--- src/rtl/lcd_bus_decoder_if.sv ---
// LCD write-bus bundle: strobe, register select, read/write and 8-bit data.
interface lcd_bus_decoder_if;
  logic E;
  logic RS;
  logic RW;
  logic LCD7, LCD6, LCD5, LCD4, LCD3, LCD2, LCD1, LCD0;

  modport master (
    output E, RS, RW,
    output LCD7, LCD6, LCD5, LCD4, LCD3, LCD2, LCD1, LCD0
  );

  modport slave (
    input E, RS, RW,
    input LCD7, LCD6, LCD5, LCD4, LCD3, LCD2, LCD1, LCD0
  );
endinterface

--- src/rtl/lcd_bus_decoder.sv ---
// Passive HD44780-style bus snooper: decodes every write on the falling edge
// of E, mirrors line-1 DDRAM (16 chars), recovers the "HH:MM:SS" digits and
// raises sticky flags on short E pulses, writes while busy and bad modes.
module lcd_bus_decoder #(
  parameter int TIME_ADDR    = 4,
  parameter int MIN_E_HIGH   = 12,
  parameter int CMD_BUSY_CYC = 2000,
  parameter int CLR_BUSY_CYC = 76000
) (
  input  logic                clk,
  input  logic                reset,
  lcd_bus_decoder_if.slave    bus,
  output logic [3:0]          H1,
  output logic [3:0]          H0,
  output logic [3:0]          M1,
  output logic [3:0]          M0,
  output logic [3:0]          S1,
  output logic [3:0]          S0,
  output logic                time_valid,
  output logic                frame_done,
  output logic                disp_on,
  output logic                err_timing,
  output logic                err_busy,
  output logic                err_mode
);

  localparam int NCHR     = 16;
  localparam int BUSY_MAX = (CLR_BUSY_CYC > CMD_BUSY_CYC) ? CLR_BUSY_CYC : CMD_BUSY_CYC;
  localparam int BUSY_W   = $clog2(BUSY_MAX + 1);
  localparam int EHI_MAX  = (MIN_E_HIGH > 1) ? MIN_E_HIGH - 1 : 0;
  localparam int EHI_W    = $clog2(MIN_E_HIGH + 2);

  // address-target mode (one-bit state)
  localparam logic [0:0] MODE_DDRAM = 1'b0;
  localparam logic [0:0] MODE_CGRAM = 1'b1;

  // bus input registers
  logic              r_e_q, r_rs_q, r_rw_q;
  logic [7:0]        r_d_q;
  logic [7:0]        w_d;

  // protocol tracking
  logic [EHI_W-1:0]  r_ehi;
  logic [BUSY_W-1:0] r_busy;

  // display model
  logic [NCHR-1:0][7:0] r_chr;
  logic [6:0]        r_addr;
  logic              r_id;
  logic [0:0]        r_mode;
  logic              r_disp;
  logic              r_err_t, r_err_b, r_err_m;

  // time recovery and frame pulse
  logic [5:0][3:0]   r_time;
  logic              r_tv;
  logic [1:0]        r_fd_pipe;

  // decode results
  logic              w_xfer, w_wr, w_cmd, w_dat, w_short, w_busy_nz;
  logic [6:0]        w_addr_nx;
  logic              w_id_nx;
  logic [0:0]        w_mode_nx;
  logic              w_disp_nx;
  logic              w_clr, w_we, w_dl_err, w_fd_hit;
  logic [BUSY_W-1:0] w_busy_ld;
  logic [7:0]        w_pos_ok;

  assign w_d = {bus.LCD7, bus.LCD6, bus.LCD5, bus.LCD4,
                bus.LCD3, bus.LCD2, bus.LCD1, bus.LCD0};

  // A transfer is E seen high last cycle and low now; it uses last-high bus values.
  assign w_xfer    = r_e_q & ~bus.E;
  assign w_wr      = w_xfer & ~r_rw_q;
  assign w_cmd     = w_wr & ~r_rs_q;
  assign w_dat     = w_wr & r_rs_q;
  // r_ehi counts earlier high cycles; +1 for the cycle ending at this edge.
  assign w_short   = (r_ehi < EHI_W'(EHI_MAX));
  assign w_busy_nz = (r_busy != '0);

  // Register the raw bus every cycle.
  always_ff @(posedge clk) begin
    if (reset) begin
      r_e_q  <= 1'b0;
      r_rs_q <= 1'b0;
      r_rw_q <= 1'b0;
      r_d_q  <= 8'h00;
    end else begin
      r_e_q  <= bus.E;
      r_rs_q <= bus.RS;
      r_rw_q <= bus.RW;
      r_d_q  <= w_d;
    end
  end

  // Saturating count of cycles with E high; cleared while E is low.
  always_ff @(posedge clk) begin
    if (reset || !r_e_q)
      r_ehi <= '0;
    else if (r_ehi != EHI_W'(EHI_MAX))
      r_ehi <= r_ehi + 1'b1;
  end

  // Command/data decode into next-state values for the model.
  always_comb begin
    w_addr_nx = r_addr;
    w_id_nx   = r_id;
    w_mode_nx = r_mode;
    w_disp_nx = r_disp;
    w_clr     = 1'b0;
    w_we      = 1'b0;
    w_dl_err  = 1'b0;
    w_busy_ld = BUSY_W'(CMD_BUSY_CYC);
    if (w_cmd) begin
      casez (r_d_q)
        8'b1???????: begin
          w_addr_nx = r_d_q[6:0];
          w_mode_nx = MODE_DDRAM;
        end
        8'b01??????: w_mode_nx = MODE_CGRAM;
        8'b001?????: w_dl_err = ~r_d_q[4];
        8'b0001????: begin
          if (!r_d_q[3])
            w_addr_nx = r_d_q[2] ? r_addr + 7'd1 : r_addr - 7'd1;
        end
        8'b00001???: w_disp_nx = r_d_q[2];
        8'b000001??: w_id_nx = r_d_q[1];
        8'b0000001?: begin
          w_addr_nx = 7'd0;
          w_mode_nx = MODE_DDRAM;
          w_busy_ld = BUSY_W'(CLR_BUSY_CYC);
        end
        8'b00000001: begin
          w_clr     = 1'b1;
          w_addr_nx = 7'd0;
          w_id_nx   = 1'b1;
          w_mode_nx = MODE_DDRAM;
          w_busy_ld = BUSY_W'(CLR_BUSY_CYC);
        end
        default: ;
      endcase
    end else if (w_dat) begin
      // CGRAM writes and off-screen addresses are dropped but still step addr.
      w_we      = (r_mode == MODE_DDRAM) && (r_addr < 7'd16);
      w_addr_nx = r_id ? r_addr + 7'd1 : r_addr - 7'd1;
    end
  end

  assign w_fd_hit = w_we && (r_addr == 7'(TIME_ADDR + 7));

  // Character model: blank on reset/clear, else take the data write.
  always_ff @(posedge clk) begin
    if (reset || w_clr)
      r_chr <= {NCHR{8'h20}};
    else if (w_we)
      r_chr[r_addr[3:0]] <= r_d_q;
  end

  // Address, entry mode, target RAM and display-on state.
  always_ff @(posedge clk) begin
    if (reset) begin
      r_addr <= 7'd0;
      r_id   <= 1'b1;
      r_mode <= MODE_DDRAM;
      r_disp <= 1'b0;
    end else begin
      r_addr <= w_addr_nx;
      r_id   <= w_id_nx;
      r_mode <= w_mode_nx;
      r_disp <= w_disp_nx;
    end
  end

  // Busy model: reload on every write, otherwise count down to zero.
  always_ff @(posedge clk) begin
    if (reset)
      r_busy <= '0;
    else if (w_wr)
      r_busy <= w_busy_ld;
    else if (w_busy_nz)
      r_busy <= r_busy - 1'b1;
  end

  // Sticky protocol error flags; a read cycle is always a mode error.
  always_ff @(posedge clk) begin
    if (reset) begin
      r_err_t <= 1'b0;
      r_err_b <= 1'b0;
      r_err_m <= 1'b0;
    end else begin
      if (w_xfer && w_short)           r_err_t <= 1'b1;
      if (w_xfer && w_busy_nz)         r_err_b <= 1'b1;
      if ((w_xfer && r_rw_q) || w_dl_err) r_err_m <= 1'b1;
    end
  end

  // Per-position format check: colons at +2/+5, ASCII digits elsewhere.
  for (genvar g = 0; g < 8; g++) begin : g_pos
    localparam int P = TIME_ADDR + g;
    if (g == 2 || g == 5) begin : g_col
      assign w_pos_ok[g] = (r_chr[P] == 8'h3A);
    end else begin : g_dig
      assign w_pos_ok[g] = (r_chr[P] >= 8'h30) && (r_chr[P] <= 8'h39);
    end
  end

  // Register the recovered time one cycle after the model changes.
  always_ff @(posedge clk) begin
    if (reset) begin
      r_time <= '0;
      r_tv   <= 1'b0;
    end else begin
      r_time <= {r_chr[TIME_ADDR+0][3:0], r_chr[TIME_ADDR+1][3:0],
                 r_chr[TIME_ADDR+3][3:0], r_chr[TIME_ADDR+4][3:0],
                 r_chr[TIME_ADDR+6][3:0], r_chr[TIME_ADDR+7][3:0]};
      r_tv   <= &w_pos_ok;
    end
  end

  // Frame pulse delayed to line up with the refreshed time outputs.
  always_ff @(posedge clk) begin
    if (reset)
      r_fd_pipe <= 2'b00;
    else
      r_fd_pipe <= {r_fd_pipe[0], w_fd_hit};
  end

  assign H1         = r_time[5];
  assign H0         = r_time[4];
  assign M1         = r_time[3];
  assign M0         = r_time[2];
  assign S1         = r_time[1];
  assign S0         = r_time[0];
  assign time_valid = r_tv;
  assign frame_done = r_fd_pipe[1];
  assign disp_on    = r_disp;
  assign err_timing = r_err_t;
  assign err_busy   = r_err_b;
  assign err_mode   = r_err_m;

endmodule

--- src/flat_wrapper.sv ---
// flat-port wrapper written by rule: the top's interface ports become plain ports
module lcd_bus_decoder_flat 
#(
  parameter int TIME_ADDR    = 4,
  parameter int MIN_E_HIGH   = 12,
  parameter int CMD_BUSY_CYC = 2000,
  parameter int CLR_BUSY_CYC = 76000
)
  (clk, reset, H1, H0, M1, M0, S1, S0, time_valid, frame_done, disp_on, err_timing, err_busy, err_mode, bus_E, bus_RS, bus_RW, bus_LCD7, bus_LCD6, bus_LCD5, bus_LCD4, bus_LCD3, bus_LCD2, bus_LCD1, bus_LCD0);
  lcd_bus_decoder_if bus_i ();
  input  logic clk;
  input  logic reset;
  output logic [3:0] H1;
  output logic [3:0] H0;
  output logic [3:0] M1;
  output logic [3:0] M0;
  output logic [3:0] S1;
  output logic [3:0] S0;
  output logic time_valid;
  output logic frame_done;
  output logic disp_on;
  output logic err_timing;
  output logic err_busy;
  output logic err_mode;
  input wire logic [$bits(bus_i.E)-1:0] bus_E;
  input wire logic [$bits(bus_i.RS)-1:0] bus_RS;
  input wire logic [$bits(bus_i.RW)-1:0] bus_RW;
  input wire logic [$bits(bus_i.LCD7)-1:0] bus_LCD7;
  input wire logic [$bits(bus_i.LCD6)-1:0] bus_LCD6;
  input wire logic [$bits(bus_i.LCD5)-1:0] bus_LCD5;
  input wire logic [$bits(bus_i.LCD4)-1:0] bus_LCD4;
  input wire logic [$bits(bus_i.LCD3)-1:0] bus_LCD3;
  input wire logic [$bits(bus_i.LCD2)-1:0] bus_LCD2;
  input wire logic [$bits(bus_i.LCD1)-1:0] bus_LCD1;
  input wire logic [$bits(bus_i.LCD0)-1:0] bus_LCD0;
  assign bus_i.E = bus_E;
  assign bus_i.RS = bus_RS;
  assign bus_i.RW = bus_RW;
  assign bus_i.LCD7 = bus_LCD7;
  assign bus_i.LCD6 = bus_LCD6;
  assign bus_i.LCD5 = bus_LCD5;
  assign bus_i.LCD4 = bus_LCD4;
  assign bus_i.LCD3 = bus_LCD3;
  assign bus_i.LCD2 = bus_LCD2;
  assign bus_i.LCD1 = bus_LCD1;
  assign bus_i.LCD0 = bus_LCD0;
  lcd_bus_decoder #(.TIME_ADDR(TIME_ADDR), .MIN_E_HIGH(MIN_E_HIGH), .CMD_BUSY_CYC(CMD_BUSY_CYC), .CLR_BUSY_CYC(CLR_BUSY_CYC)) u_core (.clk(clk), .reset(reset), .bus(bus_i), .H1(H1), .H0(H0), .M1(M1), .M0(M0), .S1(S1), .S0(S0), .time_valid(time_valid), .frame_done(frame_done), .disp_on(disp_on), .err_timing(err_timing), .err_busy(err_busy), .err_mode(err_mode));
endmodule
--- config.mk ---
export PLATFORM = sky130hd
export DESIGN_NAME = lcd_bus_decoder_flat
export DESIGN_NICKNAME = d
export VERILOG_FILES = /design/src/rtl/lcd_bus_decoder_if.sv /design/src/rtl/lcd_bus_decoder.sv /design/src/flat_wrapper.sv
export SDC_FILE = /design/constraint.sdc
export NUM_CORES = 1
export LEC_CHECK = 0
export BUFFER_PORTS_ARGS = -buffer_cell sky130_fd_sc_hd__clkbuf_2
export CORE_UTILIZATION = 60
export DETAILED_ROUTE_END_ITERATION = 16
export HOLD_SLACK_MARGIN = 0.05
export PLACE_DENSITY = 0.8
export SLEW_MARGIN = 25
export SYNTH_ARGS = -nofsm -noshare
export SYNTH_HDL_FRONTEND = slang
export SYNTH_SLANG_ARGS = --single-unit
--- constraint.sdc ---
create_clock -name clk -period 2.9 [get_ports clk]
set_clock_uncertainty 0.1 [all_clocks]
set_input_delay 0.145 -clock clk [delete_from_list [all_inputs] [get_ports clk]]
set_output_delay 0.145 -clock clk [all_outputs]
set_load 0.01 [all_outputs]
Word-level counts from Yosys, hierarchy flattened
Cells that the tools add are included.
{"block": "totals", "register_bits": 200, "out_inout_bits": 30, "in_bits": 13}
{"block": "classes", "n_reduce_logical": 28, "bitwise_logic": 9, "n_eq_ne": 13, "n_addsub": 4, "mux": 21, "magnitude_cmp": 16}
{"cell": "bitwise mux 128 bit", "count": 1}
{"cell": "2-to-1 mux 17 bit", "count": 4}
{"cell": ">= comparator 8 x 6 -> 1 bit (second input constant)", "count": 6}
{"cell": "less-or-equal comparator 8 x 6 -> 1 bit (second input constant)", "count": 6}
{"cell": "2-to-1 mux 7 bit", "count": 5}
{"cell": "demux 8 bit (select 4 bit)", "count": 1}
{"cell": "one-hot mux 7 bit (3 select lines)", "count": 1}
{"cell": "nonzero test 17 bit", "count": 1}
{"cell": "subtractor 17 x 1 -> 17 bit (second input constant)", "count": 1}
{"cell": "equality test 8 x 6 -> 1 bit (second input constant)", "count": 2}
{"cell": "logical AND 1 bit", "count": 12}
{"cell": "equality test 8 x 1 -> 1 bit (second input constant)", "count": 1}
{"cell": "2-to-1 mux 8 bit", "count": 1}
{"cell": "AND reduction 8 bit", "count": 1}
{"cell": "nonzero test 2 bit", "count": 4}
{"cell": "adder 7 x 1 -> 7 bit (second input constant)", "count": 1}
{"cell": "equality test 7 x 1 -> 1 bit (second input constant)", "count": 1}
{"cell": "equality test 7 x 4 -> 1 bit (second input constant)", "count": 1}
{"cell": "< comparator 7 x 5 -> 1 bit (second input constant)", "count": 1}
{"cell": "subtractor 7 x 1 -> 7 bit (second input constant)", "count": 1}
{"cell": "equality test 6 x 1 -> 1 bit (second input constant)", "count": 1}
{"cell": "2-to-1 mux 1 bit", "count": 6}
{"cell": "AND reduction 2 bit", "count": 3}
{"cell": "equality test 5 x 1 -> 1 bit (second input constant)", "count": 1}
{"cell": "other kinds (18)", "count": 28}

Longest topological paths before layout
{"block": "logic_depth", "ltp_word": 7, "ltp_mapped": 8}

Worst setup path before layout
No wires, ideal clock.
{"block": "synth_timing", "path_type": "reg2reg", "startpoint": "register u_core.r_rw_q", "endpoint": "register u_core.r_chr[70] (netlist bit)", "stages_incl_launch_ff": 7, "path_slack_ns": 0.987, "n_path_buf": 2, "arrival_ns": 1.680, "synth_period_minus_slack_ns": 1.913, "setup_time_ns": 0.132, "path_cell_list": "dfxtp_1 -> or4b_1 -> nor2_1 -> a31o_2 -> buf_2 -> clkbuf_1 -> a21oi_1"}
{"block": "synth_via", "elab_chain_len": 5}
{"item": "start: declaration", "line_no": "lcd_bus_decoder.sv:38", "text": "logic r_e_q, r_rs_q, r_rw_q;"}
{"item": "start signal: assignment", "line_no": "lcd_bus_decoder.sv:91", "text": "r_rw_q <= bus.RW;"}
{"item": "NOT 1 bit (*)", "line_no": "lcd_bus_decoder.sv:74", "text": "assign w_wr = w_xfer & ~r_rw_q;"}
{"item": "AND 1 bit (*)", "line_no": "lcd_bus_decoder.sv:74"}
{"item": "AND 1 bit (on tied branches)", "line_no": "lcd_bus_decoder.sv:76, lcd_bus_decoder.sv:75"}
{"item": "2-to-1 mux 1 bit (on tied branches)", "line_no": "lcd_bus_decoder.sv:142, lcd_bus_decoder.sv:114"}
{"item": "2-to-1 mux 1 bit or logical OR 1 bit (tied branches)", "line_no": "lcd_bus_decoder.sv:114, lcd_bus_decoder.sv:153"}
{"item": "end signal: assignment", "line_no": "lcd_bus_decoder.sv:154", "text": "r_chr <= {NCHR{8'h20}};"}
{"item": "end signal: indexed assignment", "line_no": "lcd_bus_decoder.sv:156", "text": "r_chr[r_addr[3:0]] <= r_d_q;"}
{"item": "end: declaration", "line_no": "lcd_bus_decoder.sv:47", "text": "logic [NCHR-1:0][7:0] r_chr;"}
Mark *: on every way between the ends. The rest lies on a longest branch, timed or not.
A chain may end at the register's enable or synchronous reset.

Worst setup path in the final report
{"block": "layout_timing", "startpoint": "register u_core.r_d_q[4]", "endpoint": "register u_core.r_addr[1]"}
{"block": "layout_via", "elab_chain_len": 4}
{"item": "start: declaration", "line_no": "lcd_bus_decoder.sv:39", "text": "logic [7:0] r_d_q;"}
{"item": "start signal: assignment", "line_no": "lcd_bus_decoder.sv:92", "text": "r_d_q <= w_d;"}
{"item": "equality test 8 x 1 -> 1 bit or equality test 7 x 1 -> 1 bit (tied branches)", "line_no": "lcd_bus_decoder.sv:115", "text": "casez (r_d_q)"}
{"item": "OR reduction 2 bit (no line)"}
{"item": "!= test 4 x 3 -> 1 bit (no line) or one-hot mux 7 bit (3 select lines) (tied branches)"}
{"item": "AND reduction 3 bit (no line) or 2-to-1 mux 7 bit (tied branches)"}
{"item": "end signal: assignment", "line_no": "lcd_bus_decoder.sv:167", "text": "r_addr <= w_addr_nx;"}
{"item": "end: declaration", "line_no": "lcd_bus_decoder.sv:48", "text": "logic [6:0] r_addr;"}
Parallel ways exist; a longest one is shown, timed or not.

==> summary.txt <==
status: complete, no violations
flop and latch count out of synthesis: 136
fin area: 0.00684 mm^2
Critical Path Start Type: flop
total iterations of the first detailed-routing run: 5
Post-synth top cells: nand2_1 (149), dfxtp_1 (136), a21oi_1 (70)
TritonCTS Buffers: 17
max frequency: 0.415 GHz
DIE WIDTH: 99.5 um
die area: 0.00991 mm^2
sequential-to-total area share from yosys stat: 47.7%
Hold WC Path Type: flop to flop
first-pass GRT wire length: 22900 um
final number of hold-violating endpoints: 0
cell count of the worst hold path: 1
n_diodes: 0
syn nets: 702
most frequent cell after synthesis: nand2_1
Final Critical Period: 2410 ps
post-synth top area cell: dfxtp_1
Residual DRC: 0
distinct cell type count after synthesis: 56
Syn Area/Cell: 8.38 um^2
Worst EP required: 3230 ps
GRT Resource Usage Total: 29.7%
Reg2Reg Depth: 6
1st-iter DRT viols: 435
RSZ-0062 raised after global routing: no
Layout area overhead: 19.8%
CTS Buffer Depth: 2
clock insertion delay at the later pin of the skew report: 520 ps
Vias/cell: 5.89
Via Count: 5156
postcts setup bufs: 0
share of the synthesized area in the top cell type: 47.7%
I/O Pins: 43
Fill cells: 663
Synth Area in Simple Gates: 30.7%
std cell rows: 35
routed wire length per instance: 16.2 um
Yosys warning count: 0
minimum hold slack: 338 ps
final slew viol count: 0
Adder-Cell Fraction of Synth Area: 1.75%
Pleak: 2.58 nW
Worst Tran Pin Value: 875 ps
critical path class: flop to flop
vias in the first global route: 4850
XOR/XNOR share of the synthesized area: 2.76%
Setup crit end kind: flop
Compound-Gate Fraction of Synth Area: 12.6%
final-report setup violation count: 0
largest net degree at the start of global routing: 57
initial antenna violation count: 0
max cap viols: 0
H-tree Lvls: 4
TritonCTS clock tree: built
Reg clk slew, reported paths: 70 ps
post-CTS resize count: 0
PD cells: 776 mW/mm^2
cell area after synthesis: 0.00571 mm^2
Syn Inst Count: 681
Fin Setup TNS: 0 ps
dpl cell area: 0.00601 mm^2
post-DP HPWL: 9000 um
Core Footprint: 0.00924 mm^2
clk sinks: 136
Slew HR: 41.4%
Die Span Y: 99.5 um
WL final: 14200 um
Final period util: 83.1%
async set or reset register ratio after synthesis: 0%
Post-DRT Antenna Nets: 0
worst-path maximum fanout: 16
number of flops mapped to enable cells by yosys: 0
peak supply drop: 0.408 mV
top_reg_cell synth: dfxtp_1
Overflow after GRT: 0
Synth area leaders: dfxtp_1 (48%), nand2_1 (9.8%), a21oi_1 (6.1%)
mux cell area share after synthesis: 0.921%
arrival time worst endpoint: 2740 ps
largest family of logic cells by synthesized area: simple AND/OR/NAND/NOR gates
Total Nets Final: 754
total design power: 5.30 mW
layout cells sized above 1: 13.7%
Routability Congestion: 0.907
initial core utilization: 61.8%
root buf cell: clkbuf_8
Port Buffers: 42
[cell families (layout without fill, tap and decap cells)]
family / Yosys count / after routing
AOI/OAI and AO/OA: 122 / 122
xor gates and xnor gates: 18 / 18
adders and majority gates: 8 / 8
buffers and inverters: 49 / 114
DFF: 136 / 136
muxes: 5 / 5
and+or+nand+nor: 343 / 343
[cells in the final DEF (no fill, tap or decap), types with 11 or more instances in the layout]
master | Yosys | layout
nor2b_1 | 38 | 38
nor2_1 | 42 | 42
nand2b_1 | 11 | 11
a21oi_1 | 70 | 70
nand3_1 | 23 | 23
clkbuf_16 | 0 | 16
dfxtp_1 | 136 | 136
nand2_1 | 149 | 149
o21ai_0 | 15 | 15
xor2_1 | 12 | 12
clkbuf_2 | 0 | 42
nor3_1 | 12 | 12
buf_4 | 0 | 11
dlygate4sd3_1 | 0 | 21
[layer usage]
metal | routed length, um | GRT usage (%) | vias to the layer above
li1 | - | - | 2443
met5 | 0 | 0 | -
met3 | 1210 | 5.55 | 57
met4 | 446 | 15.0 | 0
met1 | 5880 | 37.6 | 2406
met2 | 6650 | 48.6 | 250
[per-stage QoR]
stage                     setup slack, ps  std cells  utilization (%)
after global placement                614        822             65.0
final                                 490        875             74.0
after detailed placement              604        822             65.0
after floorplan                       987        681                -
after CTS                             557        875             74.0
after global routing                  411        875             74.0
[where the power goes]
| part | internal [mW] | total (mW) | switching (mW) |
|---|---|---|---|
| sequential | 2.00 | 2.15 | 0.154 |
| combinational | 0.384 | 0.891 | 0.507 |
| clock | 1.39 | 2.26 | 0.878 |
| total | 3.77 | 5.30 | 1.54 |
[cell type report]
class / count / area (um^2) / area share (%)
repair buffers: 75 / 523 / 7.65
clock inverters: 13 / 181 / 2.65
inverters: 7 / 26.3 / 0.384
well taps: 129 / 161 / 2.36
multi-input cells: 496 / 2780 / 40.7
flip-flops and latches: 136 / 2720 / 39.8
clock buffers: 19 / 442 / 6.46
[timing repair]
item                                    in CTS  in global routing
hold buffers                                21                  0
endpoints found under the setup margin       0                  0
hold endpoints to repair                    22                  0
[critical path, cell delays in order (launching register included)]
cell      delay (ps)
dfxtp_1          810
or3_4            290
nor3_4            60
o41ai_2          450
buf_4            280
a21oi_1           60
a221oi_1         270
[path summary, 6_finish.rpt]
path,from,end,slack (ps)
worst max-delay path,u_core.r_d_q[4],u_core.r_addr[1],490
worst min-delay path,u_core.r_fd_pipe[0],u_core.r_fd_pipe[1],340
worst max register to register,u_core.r_d_q[4],u_core.r_addr[1],490
worst min register to register,u_core.r_fd_pipe[0],u_core.r_fd_pipe[1],340
[flip-flops by register name, summed over array words and instances (netlist names), 2 cells and up]
| name | flops |
|---|---|
| u_core.S0 | 4 |
| u_core.r_d_q | 8 |
| u_core.r_fd_pipe | 2 |
| u_core.r_busy | 17 |
| u_core.S1 | 4 |
| u_core.M0 | 4 |
| u_core.r_ehi | 4 |
| u_core.r_addr | 7 |
| u_core.H0 | 4 |
| u_core.r_chr | 64 |
| u_core.H1 | 4 |
| u_core.M1 | 4 |
Note: power is estimated with default switching activity, not from simulation.
